===== src/rtl/serial_frame_tx_if.sv =====
// Request/serial-line bundle for serial_frame_tx: parallel request side plus
// the serial line and status flags.
interface serial_frame_tx_if #(
  parameter int LEN_W = 4
) ();
  localparam int DATA_W = (1 << LEN_W) - 1;

  logic              start;
  logic [LEN_W-1:0]  len;
  logic [DATA_W-1:0] data;
  logic              ready;
  logic              sout;
  logic              busy;
  logic              done;

  modport master (
    output start, len, data,
    input  ready, sout, busy, done
  );

  modport slave (
    input  start, len, data,
    output ready, sout, busy, done
  );
endinterface


===== src/rtl/serial_frame_tx.sv =====
// Serial frame transmitter: start bit, MSB-first length field, MSB-first payload,
// followed by a one-cycle done pulse. All outputs are registered.
module serial_frame_tx #(
  parameter int LEN_W = 4
) (
  input  logic              clk,
  input  logic              rst,
  serial_frame_tx_if.slave  bus
);
  localparam int DATA_W = (1 << LEN_W) - 1;
  localparam logic [LEN_W-1:0] CNT_ZERO = LEN_W'(0);
  localparam logic [LEN_W-1:0] CNT_ONE  = LEN_W'(1);
  localparam logic [LEN_W-1:0] CNT_TOP  = LEN_W'(LEN_W - 1);

  typedef enum logic [2:0] {
    ST_IDLE  = 3'd0,
    ST_START = 3'd1,
    ST_LEN   = 3'd2,
    ST_DATA  = 3'd3,
    ST_DONE  = 3'd4
  } state_t;

  state_t             state_r;
  state_t             state_s;
  logic [LEN_W-1:0]   cnt_r;
  logic [LEN_W-1:0]   cnt_s;
  logic [LEN_W-1:0]   len_r;
  logic [LEN_W-1:0]   len_s;
  logic [DATA_W-1:0]  data_r;
  logic [DATA_W-1:0]  data_s;
  logic               sout_r;
  logic               sout_s;
  logic               busy_r;
  logic               ready_r;
  logic               done_r;

  function automatic logic pick_len(input logic [LEN_W-1:0] v, input logic [LEN_W-1:0] idx);
    logic b;
    b = 1'b0;
    for (int i = 0; i < LEN_W; i++) begin
      b = (idx == LEN_W'(i)) ? v[i] : b;
    end
    return b;
  endfunction

  function automatic logic pick_data(input logic [DATA_W-1:0] v, input logic [LEN_W-1:0] idx);
    logic b;
    b = 1'b0;
    for (int i = 0; i < DATA_W; i++) begin
      b = (idx == LEN_W'(i)) ? v[i] : b;
    end
    return b;
  endfunction

  // Next-state, counter and capture logic.
  always_comb begin
    state_s = state_r;
    cnt_s   = cnt_r;
    len_s   = len_r;
    data_s  = data_r;
    case (state_r)
      ST_IDLE: begin
        if (bus.start) begin
          state_s = ST_START;
          len_s   = bus.len;
          data_s  = bus.data;
        end else begin
          state_s = ST_IDLE;
        end
      end
      ST_START: begin
        state_s = ST_LEN;
        cnt_s   = CNT_TOP;
      end
      ST_LEN: begin
        if (cnt_r == CNT_ZERO) begin
          // len-1 is only formed for a non-zero length, so the counter never wraps
          if (len_r == CNT_ZERO) begin
            state_s = ST_DONE;
          end else begin
            state_s = ST_DATA;
            cnt_s   = len_r - CNT_ONE;
          end
        end else begin
          cnt_s = cnt_r - CNT_ONE;
        end
      end
      ST_DATA: begin
        if (cnt_r == CNT_ZERO) begin
          state_s = ST_DONE;
        end else begin
          cnt_s = cnt_r - CNT_ONE;
        end
      end
      ST_DONE: begin
        state_s = ST_IDLE;
      end
      default: begin
        state_s = ST_IDLE;
        cnt_s   = CNT_ZERO;
      end
    endcase
  end

  // Line value for the upcoming cycle, so sout can be a plain register.
  always_comb begin
    sout_s = 1'b0;
    case (state_s)
      ST_START: sout_s = 1'b1;
      ST_LEN:   sout_s = pick_len(len_s, cnt_s);
      ST_DATA:  sout_s = pick_data(data_s, cnt_s);
      default:  sout_s = 1'b0;
    endcase
  end

  // State, datapath and output registers with synchronous reset.
  always_ff @(posedge clk) begin
    if (rst) begin
      state_r <= ST_IDLE;
      cnt_r   <= CNT_ZERO;
      len_r   <= CNT_ZERO;
      data_r  <= {DATA_W{1'b0}};
      sout_r  <= 1'b0;
      busy_r  <= 1'b0;
      ready_r <= 1'b1;
      done_r  <= 1'b0;
    end else begin
      state_r <= state_s;
      cnt_r   <= cnt_s;
      len_r   <= len_s;
      data_r  <= data_s;
      sout_r  <= sout_s;
      busy_r  <= (state_s != ST_IDLE);
      ready_r <= (state_s == ST_IDLE);
      done_r  <= (state_s == ST_DONE);
    end
  end

  assign bus.sout  = sout_r;
  assign bus.busy  = busy_r;
  assign bus.ready = ready_r;
  assign bus.done  = done_r;
endmodule


===== src/flat_wrapper.sv =====
// flat-port wrapper written by rule: the top's interface ports become plain ports
module serial_frame_tx_flat 
#(
  parameter int LEN_W = 4
)
  (clk, rst, bus_start, bus_len, bus_data, bus_ready, bus_sout, bus_busy, bus_done);
  serial_frame_tx_if #(.LEN_W(LEN_W)) bus_i ();
  input  logic clk;
  input  logic rst;
  input wire logic [$bits(bus_i.start)-1:0] bus_start;
  input wire logic [$bits(bus_i.len)-1:0] bus_len;
  input wire logic [$bits(bus_i.data)-1:0] bus_data;
  output wire logic [$bits(bus_i.ready)-1:0] bus_ready;
  output wire logic [$bits(bus_i.sout)-1:0] bus_sout;
  output wire logic [$bits(bus_i.busy)-1:0] bus_busy;
  output wire logic [$bits(bus_i.done)-1:0] bus_done;
  assign bus_i.start = bus_start;
  assign bus_i.len = bus_len;
  assign bus_i.data = bus_data;
  assign bus_ready = bus_i.ready;
  assign bus_sout = bus_i.sout;
  assign bus_busy = bus_i.busy;
  assign bus_done = bus_i.done;
  serial_frame_tx #(.LEN_W(LEN_W)) u_core (.clk(clk), .rst(rst), .bus(bus_i));
endmodule

===== config.mk =====
export PLATFORM = sky130hd
export DESIGN_NAME = serial_frame_tx_flat
export DESIGN_NICKNAME = d
export VERILOG_FILES = /design/src/rtl/serial_frame_tx_if.sv /design/src/rtl/serial_frame_tx.sv /design/src/flat_wrapper.sv
export SDC_FILE = /design/constraint.sdc
export NUM_CORES = 1
export LEC_CHECK = 0
export CAP_MARGIN = 15
export CORE_AREA = 3 3 59 61
export DETAILED_ROUTE_END_ITERATION = 7
export DIE_AREA = 0 0 62 64
export DONT_BUFFER_PORTS = 1
export GPL_ROUTABILITY_DRIVEN = 0
export PLACE_DENSITY = 0.7
export SYNTH_ARGS = -nofsm -noshare
export SYNTH_HDL_FRONTEND = slang
export SYNTH_SLANG_ARGS = --single-unit

===== constraint.sdc =====
create_clock -name clk -period 2.3 [get_ports clk]
set_input_delay 0.46 -clock clk [delete_from_list [all_inputs] [get_ports clk]]
set_output_delay 0.46 -clock clk [all_outputs]
set_load 0.005 [all_outputs]

[Word level (Yosys, flattened, before mapping)]
Index checks and enable logic that the tools add are counted.
Word-level totals
  register bits: 30
  word-level logic and storage cells: 72
Cells by class
  add/subtract/negate cells: 2
  equality and inequality tests: 22
  muxes and demuxes: 33
  reduce and logical (&&, ||, !) cells: 7
Operator list (number)
  15-bit 2-to-1 mux: 2
  4-bit equality test, second input constant: 7
  1-bit 2-to-1 mux: 20
  4-bit 2-to-1 mux: 5
  4-bit by 3-bit equality test with 1-bit output, second input constant: 4
  4-bit case mux with 4 select lines: 1
  3-bit by 2-bit equality test with 1-bit output, second input constant: 4
  4-bit zero test: 3
  3-bit case mux with 4 select lines: 1
  3-bit 2-to-1 mux: 3
  4-bit by 2-bit equality test with 1-bit output, second input constant: 2
  4-bit by 1-bit subtractor with 4-bit output, second input constant: 2
  3-bit by 1-bit equality test with 1-bit output, second input constant: 2
  3-bit equality test, second input constant: 2
  3-bit zero test: 2
  4-bit by 1-bit equality test with 1-bit output, second input constant: 1
  1-bit case mux with 3 select lines: 1
  3-bit nonzero test: 1
  2-bit OR reduction: 1

[Longest topological paths before layout]
Gate-level depths: netlist of the first run.
  depth in word-level cells: 21
  mapped depth: 11
  depth with buffers taken out: 10

[Worst setup path before layout of the first run]
No wires, ideal clock.
  kind: reg2reg
  start: register u_core.len_r[0]
  end: register u_core.sout_r, in the netlist u_core.bus.sout
  setup time: 0.069 ns
  arrival time: 2.279 ns
  required time: 2.231 ns
  slack: -0.048 ns
  stages on the path, launching flop included: 11
  path buffers: 1
  cell sequence: dfxtp_1 inv_1 ha_1 or3b_4 o211a_4 or2_1 buf_6 a21oi_1 nor3_1 or4_1 o21ai_1
Between the ends
  cells in the longest elaborated chain, start to end: 21
  elaborated cells on any way between the ends: 48
  those cells by class: add/sub: 1; eq/ne: 17; mux: 28; reduce/logical: 2
RTL lines
  from (decl): RTL line serial_frame_tx.sv:27  | logic [LEN_W-1:0] len_r;
  from (signal assigned): RTL line serial_frame_tx.sv:130  | len_r <= len_s;
  4-bit by 1-bit subtractor with 4-bit output / 4-bit zero test (equally long branches): RTL line serial_frame_tx.sv:82, serial_frame_tx.sv:78
  4-bit 2-to-1 mux: RTL line serial_frame_tx.sv:78  | if (len_r == CNT_ZERO) begin
  4-bit 2-to-1 mux: RTL line serial_frame_tx.sv:76  | if (cnt_r == CNT_ZERO) begin
  4-bit case mux with 4 select lines: RTL line serial_frame_tx.sv:61  | case (state_r)
  4-bit zero test: RTL line serial_frame_tx.sv:41, serial_frame_tx.sv:50
  1-bit 2-to-1 mux (15 in series): RTL line serial_frame_tx.sv:50  | b = (idx == LEN_W'(i)) ? v[i] : b;
  1-bit case mux with 3 select lines (*): RTL line serial_frame_tx.sv:108  | case (state_s)
  to (signal assigned): RTL line serial_frame_tx.sv:132  | sout_r <= sout_s;
  to (decl): RTL line serial_frame_tx.sv:31  | logic sout_r;
Mark *: on every way between the ends. The rest lies on a longest branch, timed or not.
A chain may end at the register's enable or synchronous reset.

[Final worst setup path of the first run]
Ends and elaborated chain as after synthesis.

==> reports/qor.yml, run 1 <==
synth_top_cell_by_area: "dfxtp_1"
finClkSkew_ns: 0.0117
maxCapViolCount: 0
crit_end: "u_core.bus.sout"
syn_avg_cell_area_um2: 8.53
cts_sinks: 30
synth_common_cells: "dfxtp_1, nand2_1, nor2_1"
ys_ff_latch: 30
grt_max_degree: 30
viasPerCell: 5.71
die_area_mm2: 0.00397
firstDrtPassIters: 5
synth_cell_type_count: 54
synthArstFlopShare: 0
hold_violations: 0
hold_buffers: 0
critPathLaunch: "u_core.len_r[0]"
hp-class: "input port to flop"
pre_cts_ws_ns: -0.131
cts_buffer_depth: 2
fin_ws_ns: -0.122
cts_made_buffers: 5
synth_most_common_cell: "dfxtp_1"
area_growth_pct: 23.9
synthCells: 195
slew_violations: 0
failed_checks: "negative setup slack"
drc: 0
wl_per_cell_um: 15.9
setup_tns_ns: -0.122
end_kind: "flop"
dp.final_hpwl_mm: 3.03
critPathKind: "flop to flop"
finalSetupViolations: 1
tightest_slew_ns: 0.481
syn_area_mm2: 0.00166
cp_data_arrival_time_ns: 2.68
ant_nets: 0
rr_startpoint: "u_core.len_r[0]"
cellLeakagePower_nw: 0.787
nNetsFinal: 248
synth_compound_area_frac: 0.199
first_global_vias: 1493
slew_headroom: 0.678
power_density_mw_per_mm2: 890
path_clk_slew_ns: 0.10
r2r_end: "u_core.bus.sout"
cts_root_buffer: "clkbuf_4"
grt_usage: 0.230
io_buffers: 0
r2r_slack_ns: -0.12
yosys.area_share.simple: 0.265
yosysTopAreaCellShare: 0.361
fin_crit_ns: 2.42
cp_max_fo: 6
ys_seq_area_frac: 0.361
syn_nets: 219
fp.dieH_um: 64
synth_top_family_by_area: "simple AND/OR/NAND/NOR gates"
yosys-top-cells-area: "dfxtp_1, mux2i_1, nand2_1"
yosys_warnings: 0
worstPathRequired_ns: 2.56
cts_tree: "built"
grt_pass1_wl_mm: 6.86
r2r_cells: 11
rsz0062_at_grt: "true"
num_vias: 1529
synthMuxAreaShare: 0.0933
grt_overflow: 0
fmax_mhz: 413
synth_fa_ha_area_frac: 0.0150
outcome: "finished, violations left"
irDropWorstVdd_v: 0.000531
synth_xor_area_frac: 0
finalCritPeriodShare: 1.05
ioPinCount: 26
antenna_found_initial: 0
synth_edf_count: 0
initial_utilization: 0.549
wirelength_mm: 4.26
start_kind: "flop"
drt_iter0_markers: 86
clk_latency_ns: 0.33
core_mm2: 0.00303
row_count: 20
layout-drive-gt1-share: 0.344
postLayoutCoreUtil: 0.680
die_w_um: 62
antennaDiodeCount: 0
htree_levels: 2
ys.flop_type: "dfxtp_1"
-- flip-flops by register name, summed over array words and instances (netlist names) --
name,flops
u_core.bus.busy,1
u_core.data_r,15
u_core.bus.ready,1
u_core.bus.done,1
u_core.bus.sout,1
u_core.cnt_r,4
u_core.state_r,3
u_core.len_r,4
-- power by group --
| part | switching [mW] | internal, mW | total, mW | leakage (nW) |
|---|---|---|---|---|
| combinational | 0.467 | 0.451 | 0.918 | 0.509 |
| clock | 0.176 | 0.110 | 0.285 | 0.0308 |
| sequential | 0.0446 | 0.586 | 0.630 | 0.247 |
| total | 0.687 | 1.15 | 1.83 | 0.787 |
-- metrics by stage --
| stage | hold WS [ns] | total power [mW] | std cells | cell area [µm²] |
|---|---|---|---|---|
| after floorplan | 0.437 | 1.17 | 195 | 1680 |
| after global placement | 0.448 | 1.40 | 258 | 1890 |
| after detailed placement | 0.459 | 1.42 | 258 | 1890 |
| after CTS | 0.173 | 1.79 | 266 | 2020 |
| after global routing | 0.162 | 1.94 | 268 | 2060 |
| final | 0.182 | 1.83 | 268 | 2060 |
-- kinds of logic after synthesis --
group	Yosys count
AOI/OAI and AO/OA	46
DFF	30
buffers and inverters	18
and+or+nand+nor	84
adders and majority gates	2
muxes	15
-- worst max-delay path, stage by stage, from the launching register on --
cell      delay [ns]
dfxtp_2         0.34
inv_2           0.06
ha_4            0.12
or3b_4          0.41
and2_4          0.17
a211oi_4        0.28
buf_6           0.15
nor2_4          0.05
a21oi_2         0.14
nor4_2          0.06
or4_1           0.43
o21ai_1         0.12
-- timing repair --
item,in CTS,in global routing
pin swaps,6,5
setup buffers,1,2
resized for setup,15,8
endpoints found under the setup margin,1,2
-- layer usage --
| layer | part of all wire | up-vias | track usage |
|---|---|---|---|
| met5 | 0 | - | 0 |
| met1 | 0.41 | 718 | 0.271 |
| met3 | 0.039 | 14 | 0.0606 |
| li1 | - | 755 | - |
| met2 | 0.52 | 42 | 0.389 |
| met4 | 0.023 | 0 | 0.0769 |
-- final cells by class --
type / count / area, µm²
flip-flops and latches: 30 / 603
well taps: 44 / 55.1
repair buffers: 33 / 264
clock buffers: 5 / 37.5
inverters: 7 / 26.3
clock inverters: 2 / 10.0
fillers: 257 / 968
multi-input cells: 147 / 1060
-- worst min-delay path by stage --
stage	slack, ns	start	cells past startpoint	end
finish	0.18	rst	1	u_core.len_r[0]
global route	0.16	rst	1	u_core.len_r[0]
CTS	0.17	rst	1	u_core.len_r[0]
detailed placement	0.46	u_core.data_r[1]	2	u_core.data_r[1]
global placement	0.45	u_core.data_r[0]	2	u_core.data_r[0]
floorplan	0.44	u_core.data_r[13]	2	u_core.data_r[13]
-- cell usage in the layout, fill, tap and decap left out, types with 2 or more instances in the layout --
cell type | synthesis | routed
a21oi_1 | 15 | 12
a21oi_2 | 0 | 2
a2bb2oi_1 | 3 | 3
a31oi_1 | 2 | 2
buf_4 | 1 | 31
clkbuf_4 | 0 | 5
clkinv_2 | 0 | 2
dfxtp_1 | 30 | 28
dfxtp_2 | 0 | 2
inv_1 | 7 | 5
inv_2 | 0 | 2
mux2_2 | 4 | 4
mux2i_1 | 11 | 10
nand2_1 | 27 | 27
nand2b_1 | 3 | 3
nand3b_1 | 2 | 2
nor2_1 | 21 | 18
nor2_2 | 0 | 2
nor2b_1 | 2 | 2
nor3_1 | 10 | 8
nor3_2 | 0 | 2
o211ai_1 | 2 | 2
o21ai_0 | 6 | 5
o21ai_1 | 1 | 2
o22ai_1 | 2 | 2
or2_4 | 0 | 2
or3_1 | 4 | 4
No activity file was read; power rests on OpenSTA's default activity.
==> run 2, diff against run 1 <==
--- a/config.mk
+++ b/config.mk
@@ -6,11 +6,11 @@
 export NUM_CORES = 1
 export LEC_CHECK = 0
 export CAP_MARGIN = 15
-export CORE_AREA = 3 3 59 61
+export CORE_AREA = 2 2 58 60
 export DETAILED_ROUTE_END_ITERATION = 7
-export DIE_AREA = 0 0 62 64
+export DIE_AREA = 0 0 60 62
 export DONT_BUFFER_PORTS = 1
-export GPL_ROUTABILITY_DRIVEN = 0
+export HOLD_SLACK_MARGIN = 0.08
 export PLACE_DENSITY = 0.7
 export SYNTH_ARGS = -nofsm -noshare
 export SYNTH_HDL_FRONTEND = slang
==> run 2 against run 1 <==
  * Flip-flop and latch count stayed put
  * The run still ends with negative setup slack left
  * Critical path type unchanged
  * Total power is 0.98% lower
  * Worst setup slack better by 0.069 ns
  * Non-clock buffer count is 3 lower
  * Global-route usage is 2.1 points higher
  * Routed wire length is 5.8% lower
  * Die area is 6.3% lower
  * Register-to-register slack better by 0.07 ns
  * Clock power is 15% higher
  * Sequential share of layout area is 0.92 points higher
  * Final area is 2.4% lower
==> reports/qor.yml, run 2 (synthesis gave the netlist of run 1 again) <==
reg_top3: "u_core.data_r (15), u_core.cnt_r (4), u_core.len_r (4)"
worstPathRequired_ns: 2.53  # -0.03 ns
cpPeakStageDelay_ns: 0.41  # -0.02 ns
antennaDiodeCount: 0  # unchanged
power.total_mw: 1.82  # -0.98%
antenna_found_initial: 0  # unchanged
finClkSkew_ns: 0.0102  # -0.00151 ns
dp.final_hpwl_mm: 2.96  # -2.5%
place.gp.congestion: 0.940
grtUsageMet3: 0.0580  # -0.00264
first_global_vias: 1523  # +2.0%
postLayoutCoreUtil: 0.632  # -0.0481
grt_usage: 0.250  # +0.0206
ant_nets: 0  # unchanged
busiest_layer: "met2"
tightest_slew_ns: 0.575  # +0.0933 ns
grt_overflow: 0  # unchanged
cts_root_buffer: "clkbuf_4"
cts_made_buffers: 5  # unchanged
cts_sinks: 30  # unchanged
fin_ws_ns: -0.0536  # +0.0687 ns
pre_cts_ws_ns: -0.138  # -0.00774 ns
end_kind: "flop"
grt_max_degree: 30  # unchanged
fp.dieH_um: 62  # -3.1%
irDropWorstVdd_v: 0.000522  # -1.7%
finalSetupViolations: 1  # unchanged
clk_latency_ns: 0.33  # about the same
fillers: 274  # +6.6%
start_kind: "flop"
initial_utilization: 0.523  # -0.0262
fmax_mhz: 425  # +2.9%
hold_violations: 0  # unchanged
core_mm2: 0.00318  # +5.0%
final_area_mm2: 0.00201  # -2.4%
finalCritPeriodShare: 1.02  # -0.0299
placed_cells: 256  # -0.78%
layout-drive-gt1-share: 0.342  # -0.00141
ioPinCount: 26  # unchanged
hold_buffers: 0  # unchanged
num_vias: 1557  # +1.8%
cp_max_fo: 5  # -1
r2r_slack_ns: -0.05  # +0.07 ns
outcome: "finished, violations left"
htree_levels: 2  # unchanged
fin_cells: 268  # unchanged
cp_data_arrival_time_ns: 2.59  # -0.09 ns
largest_reg_flops: 15  # unchanged
cellLeakagePower_nw: 0.768  # -2.3%
regMostFlops: "u_core.data_r"
rsz0062_at_grt: "true"
layout_common_cells: "buf_4, nand2_1, dfxtp_1"
maxCapViolCount: 0  # unchanged
crit_slowest_cell: "or3b_4"
grt_pass1_wl_mm: 6.84  # -0.20%
io_buffers: 0  # unchanged
grt_util_met2: 0.424  # +0.0353
row_count: 21  # +5.0%
viasPerCell: 5.81  # +1.8%
slew_headroom: 0.616  # -0.0622
dpl_cell_area_mm2: 0.00185  # -2.1%
failed_checks: "negative setup slack"
wirelength_mm: 4.01  # -5.8%
use_met1: 0.298  # +0.0271
layout.cells.most_common: "buf_4"
path_clk_slew_ns: 0.10  # about the same
die_w_um: 60  # -3.2%
area_growth_pct: 20.8
die_area_mm2: 0.00372  # -6.3%
firstDrtPassIters: 4  # -1
drc: 0  # unchanged
critPathKind: "flop to flop"
nNetsFinal: 245  # -1.2%
hp-class: "input port to flop"
path_cells: "inv_2 > ha_2 > or3b_4 > and2_4 > a211oi_4 > or2_4 > nor3_1 > or3_1 > a31oi_2 > o21ai_1"
drt_iter0_markers: 116  # +35%
slew_violations: 0  # unchanged
cts_buffer_depth: 2  # unchanged
fin_crit_ns: 2.35  # -0.0687 ns
wl_per_cell_um: 15.0  # -5.8%
power_density_mw_per_mm2: 904  # +1.5%
cts_tree: "built"
run 2: where the power goes:
| part | leakage, nW | internal [mW] | switching, mW | total (mW) |
|---|---|---|---|---|
| registers | 0.248 | 0.588 | 0.0461 | 0.634 |
| logic | 0.485 | 0.422 | 0.432 | 0.854 |
| clock network | 0.0353 | 0.148 | 0.180 | 0.328 |
| total | 0.768 | 1.16 | 0.658 | 1.82 |
run 2: through the flow:
stage,hold WS (ns),TNS [ns]
final,0.173,-0.0536
after floorplan,0.437,0
after detailed placement,0.458,-0.138
after global routing,0.155,-0.160
after CTS,0.172,-0.0120
after global placement,0.449,-0.0517
run 2: worst max-delay path: cells and delay by family (launching register included):
family	cells	cell delay, ns
AND/OR/NAND/NOR	5	1.16
AO/OA/AOI/OAI	3	0.53
flip-flops	1	0.36
adder cells (fa/ha/maj)	1	0.16
buffers and inverters	1	0.05
run 2: path summary, 6_finish.rpt:
check | startpoint | endpoint | cells after the start
worst max-delay path | u_core.len_r[0] | u_core.bus.sout | 10
worst min-delay path | rst | u_core.len_r[1] | 1
worst max register to register | u_core.len_r[0] | u_core.bus.sout | 10
worst min register to register | u_core.data_r[0] | u_core.data_r[0] | 2
run 2: final cells by class:
cell class | instances | area [µm²] | area share
Timing Repair Buffer | 30 | 225 | 0.112
Inverter | 7 | 26.3 | 0.0131
Clock buffer | 7 | 55.1 | 0.0274
Tap cell | 46 | 57.6 | 0.0286
Multi-Input combinational cell | 147 | 1030 | 0.514
Sequential cell | 30 | 607 | 0.302
Clock inverter | 1 | 5.00 | 0.00249
run 2: what timing repair did:
action,4_1_cts,5_1_grt
buffers inserted,4,0
pin swaps,8,2
endpoints found under the setup margin,1,3
gates resized for setup,16,5
run 2: routing by layer:
layer | share of wire | routed length (µm)
met5 | 0 | 0
met4 | 0.028 | 114
met3 | 0.056 | 224
met2 | 0.51 | 2050
met1 | 0.40 | 1620
==> run 3, diff against run 2 <==
--- a/config.mk
+++ b/config.mk
@@ -6,12 +6,11 @@
 export NUM_CORES = 1
 export LEC_CHECK = 0
 export CAP_MARGIN = 15
-export CORE_AREA = 2 2 58 60
+export CORE_AREA = 2 2 62 64
 export DETAILED_ROUTE_END_ITERATION = 7
-export DIE_AREA = 0 0 60 62
-export DONT_BUFFER_PORTS = 1
+export DIE_AREA = 0 0 64 66
 export HOLD_SLACK_MARGIN = 0.08
-export PLACE_DENSITY = 0.7
+export PLACE_DENSITY = 0.72
 export SYNTH_ARGS = -nofsm -noshare
 export SYNTH_HDL_FRONTEND = slang
 export SYNTH_SLANG_ARGS = --single-unit
==> run 3 against run 2 <==
  * The run still ends with negative setup slack left
  * Critical endpoint unchanged
  * Combinational power grew 16%
  * Worst setup slack gained 0.025 ns
  * Register-to-register slack gained 0.02 ns
  * First-iteration DRC count shrank 39%
  * Count of clock-buffer cells in the layout is the same
  * Via count grew 3.1%
  * Cell count grew 13%
  * Die area grew 14%
  * Core utilization grew 2.3 points
  * Hold slack gained 0.30 ns
==> reports/qor.yml, run 3 (synthesis gave the netlist of run 1 again) <==
viasPerCell: 5.32  # -8.5%
drt_iter0_markers: 71  # -39%
slew_violations: 0  # unchanged
fp.dieH_um: 66  # +6.5%
fin_ws_ns: -0.0286  # +0.0250 ns
cp_data_arrival_time_ns: 2.61  # +0.02 ns
finalCritPeriodShare: 1.01  # -0.0109
grt_pass1_wl_mm: 6.77  # -1.1%
place.gp.congestion: 0.894  # -4.8%
hold_buffers: 0  # unchanged
grt_usage: 0.207  # -0.0432
area_growth_pct: 40.0
end_kind: "flop"
antenna_found_initial: 0  # unchanged
worstPathRequired_ns: 2.58  # +0.05 ns
layout_common_cells: "buf_4, nand2_1, dfxtp_1"
tightest_slew_ns: 0.619  # +0.0440 ns
first_global_vias: 1492  # -2.0%
fin_crit_ns: 2.33  # -0.0250 ns
core_mm2: 0.00355  # +12%
outcome: "finished, violations left"
clockPowerShare: 0.153  # -0.028
drc: 0  # unchanged
cpPeakStageDelay_ns: 0.47  # +0.06 ns
crit_slowest_cell: "or4_1"
wirelength_mm: 3.94  # -1.8%
finClkSkew_ns: 0.00849  # -0.00167 ns
fmax_mhz: 429  # +1.1%
cts_made_buffers: 5  # unchanged
layout-drive-gt1-share: 0.299  # -0.0431
layout.cells.most_common: "buf_4"
num_vias: 1606  # +3.1%
power_switching_share: 0.358  # -0.00480
path_buf_inv: 2  # +1
initial_utilization: 0.468  # -0.0547
fillers: 323  # +18%
firstDrtPassIters: 4  # unchanged
critPathKind: "flop to flop"
cts_tree: "built"
failed_checks: "negative setup slack"
die_area_mm2: 0.00422  # +14%
htree_levels: 2  # unchanged
cts_root_buffer: "clkbuf_4"
regMostFlops: "u_core.data_r"
seqPwrFrac: 0.327  # -0.022
cellLeakagePower_nw: 0.902  # +17%
cp_max_fo: 7  # +2
path_cells: "inv_1 > ha_2 > nor3b_4 > buf_4 > nand4b_1 > o311ai_4 > or2_4 > a21oi_2 > nor3_1 > or4_1 > o21ai_1"
power_switching_uw: 681  # +3.4%
power_density_mw_per_mm2: 818  # -9.5%
slew_headroom: 0.577  # -0.0388
largest_reg_flops: 15  # unchanged
start_kind: "flop"
path_clk_slew_ns: 0.09  # about the same
hp-class: "flop to flop"
reg_top3: "u_core.data_r (15), u_core.cnt_r (4), u_core.len_r (4)"
cts_sinks: 30  # unchanged
postLayoutCoreUtil: 0.655  # +0.0234
power.total_mw: 1.90  # +4.8%
ant_nets: 0  # unchanged
finalSetupViolations: 1  # unchanged
grt_overflow: 0  # unchanged
hold_violations: 0  # unchanged
hold_slack_ns: 0.469  # +0.295 ns
die_w_um: 64  # +6.7%
grt_max_degree: 29  # -3.3%
clk_latency_ns: 0.34  # about the same
irDropWorstVdd_v: 0.000453  # -13%
cp_top_family: "simple AND/OR/NAND/NOR gates"
ioPinCount: 26  # unchanged
internal_power_mw: 1.22  # +5.6%
rsz0062_at_grt: "true"
row_count: 22  # +4.8%
nNetsFinal: 278  # +13%
comb_power_share: 0.520  # +0.050
cts_buffer_depth: 2  # unchanged
dp.final_hpwl_mm: 2.98  # +0.69%
maxCapViolCount: 0  # unchanged
antennaDiodeCount: 0  # unchanged
pre_cts_ws_ns: -0.135  # +0.00377 ns
wl_per_cell_um: 13.0  # -13%
io_buffers: 25  # +25
## run 3: metal layers
| layer | vias to the layer above | share of wire | track usage |
|---|---|---|---|
| met5 | - | 0 | 0 |
| met4 | 0 | 0.019 | 0.111 |
| met3 | 8 | 0.057 | 0.0307 |
| met2 | 42 | 0.48 | 0.329 |
| met1 | 743 | 0.44 | 0.270 |
| li1 | 813 | - | - |
## run 3: worst register-to-register path, stage by stage, from the launching register on
cell and delay, ns:
dfxtp_2 0.34, inv_1 0.04, ha_2 0.19, nor3b_4 0.16, buf_4 0.16, nand4b_1 0.14, o311ai_4 0.16, or2_4 0.33
a21oi_2 0.11, nor3_1 0.05, or4_1 0.47, o21ai_1 0.13
## run 3: worst paths after layout
kind	cells after the start	from	slack, ns	to
setup / recovery	11	u_core.cnt_r[0]	-0.03	u_core.bus.sout
setup reg to reg	11	u_core.cnt_r[0]	-0.03	u_core.bus.sout
hold reg to reg	2	u_core.data_r[0]	0.47	u_core.data_r[0]
hold / removal	2	u_core.data_r[0]	0.47	u_core.data_r[0]
## run 3: what timing repair did
| item | CTS | global route |
|---|---|---|
| gates resized for setup | 10 | 7 |
| endpoints found under the setup margin | 1 | 1 |
| buffers inserted | 1 | 1 |
| pin swaps | 5 | 3 |
| gates cloned | 0 | 0 |
## run 3: power groups by stage
stage	clock, mW	sequential, mW	combinational, mW
after global placement	0	0.630	0.868
final	0.292	0.622	0.989
after CTS	0.296	0.620	0.947
after detailed placement	0	0.632	0.874
after global routing	0.323	0.631	1.08
after floorplan	0	0.626	0.544
## run 3: area by class of cell
| cell class | count | area, µm² | share of cell area |
|---|---|---|---|
| Timing Repair Buffer | 63 | 548 | 0.235 |
| Tap cell | 48 | 60.1 | 0.0258 |
| Inverter | 7 | 26.3 | 0.0113 |
| Multi-Input combinational cell | 147 | 1040 | 0.448 |
| Sequential cell | 30 | 604 | 0.260 |
| Clock buffer | 7 | 45.0 | 0.0194 |
## run 3: through the flow
| step | setup TNS, ns | std cells | cell area, µm² |
|---|---|---|---|
| after global placement | -0.108 | 293 | 2190 |
| after detailed placement | -0.135 | 293 | 2190 |
| after floorplan | 0 | 195 | 1680 |
| final | -0.0286 | 302 | 2330 |
| after global routing | -0.135 | 302 | 2330 |
| after CTS | 0 | 301 | 2290 |
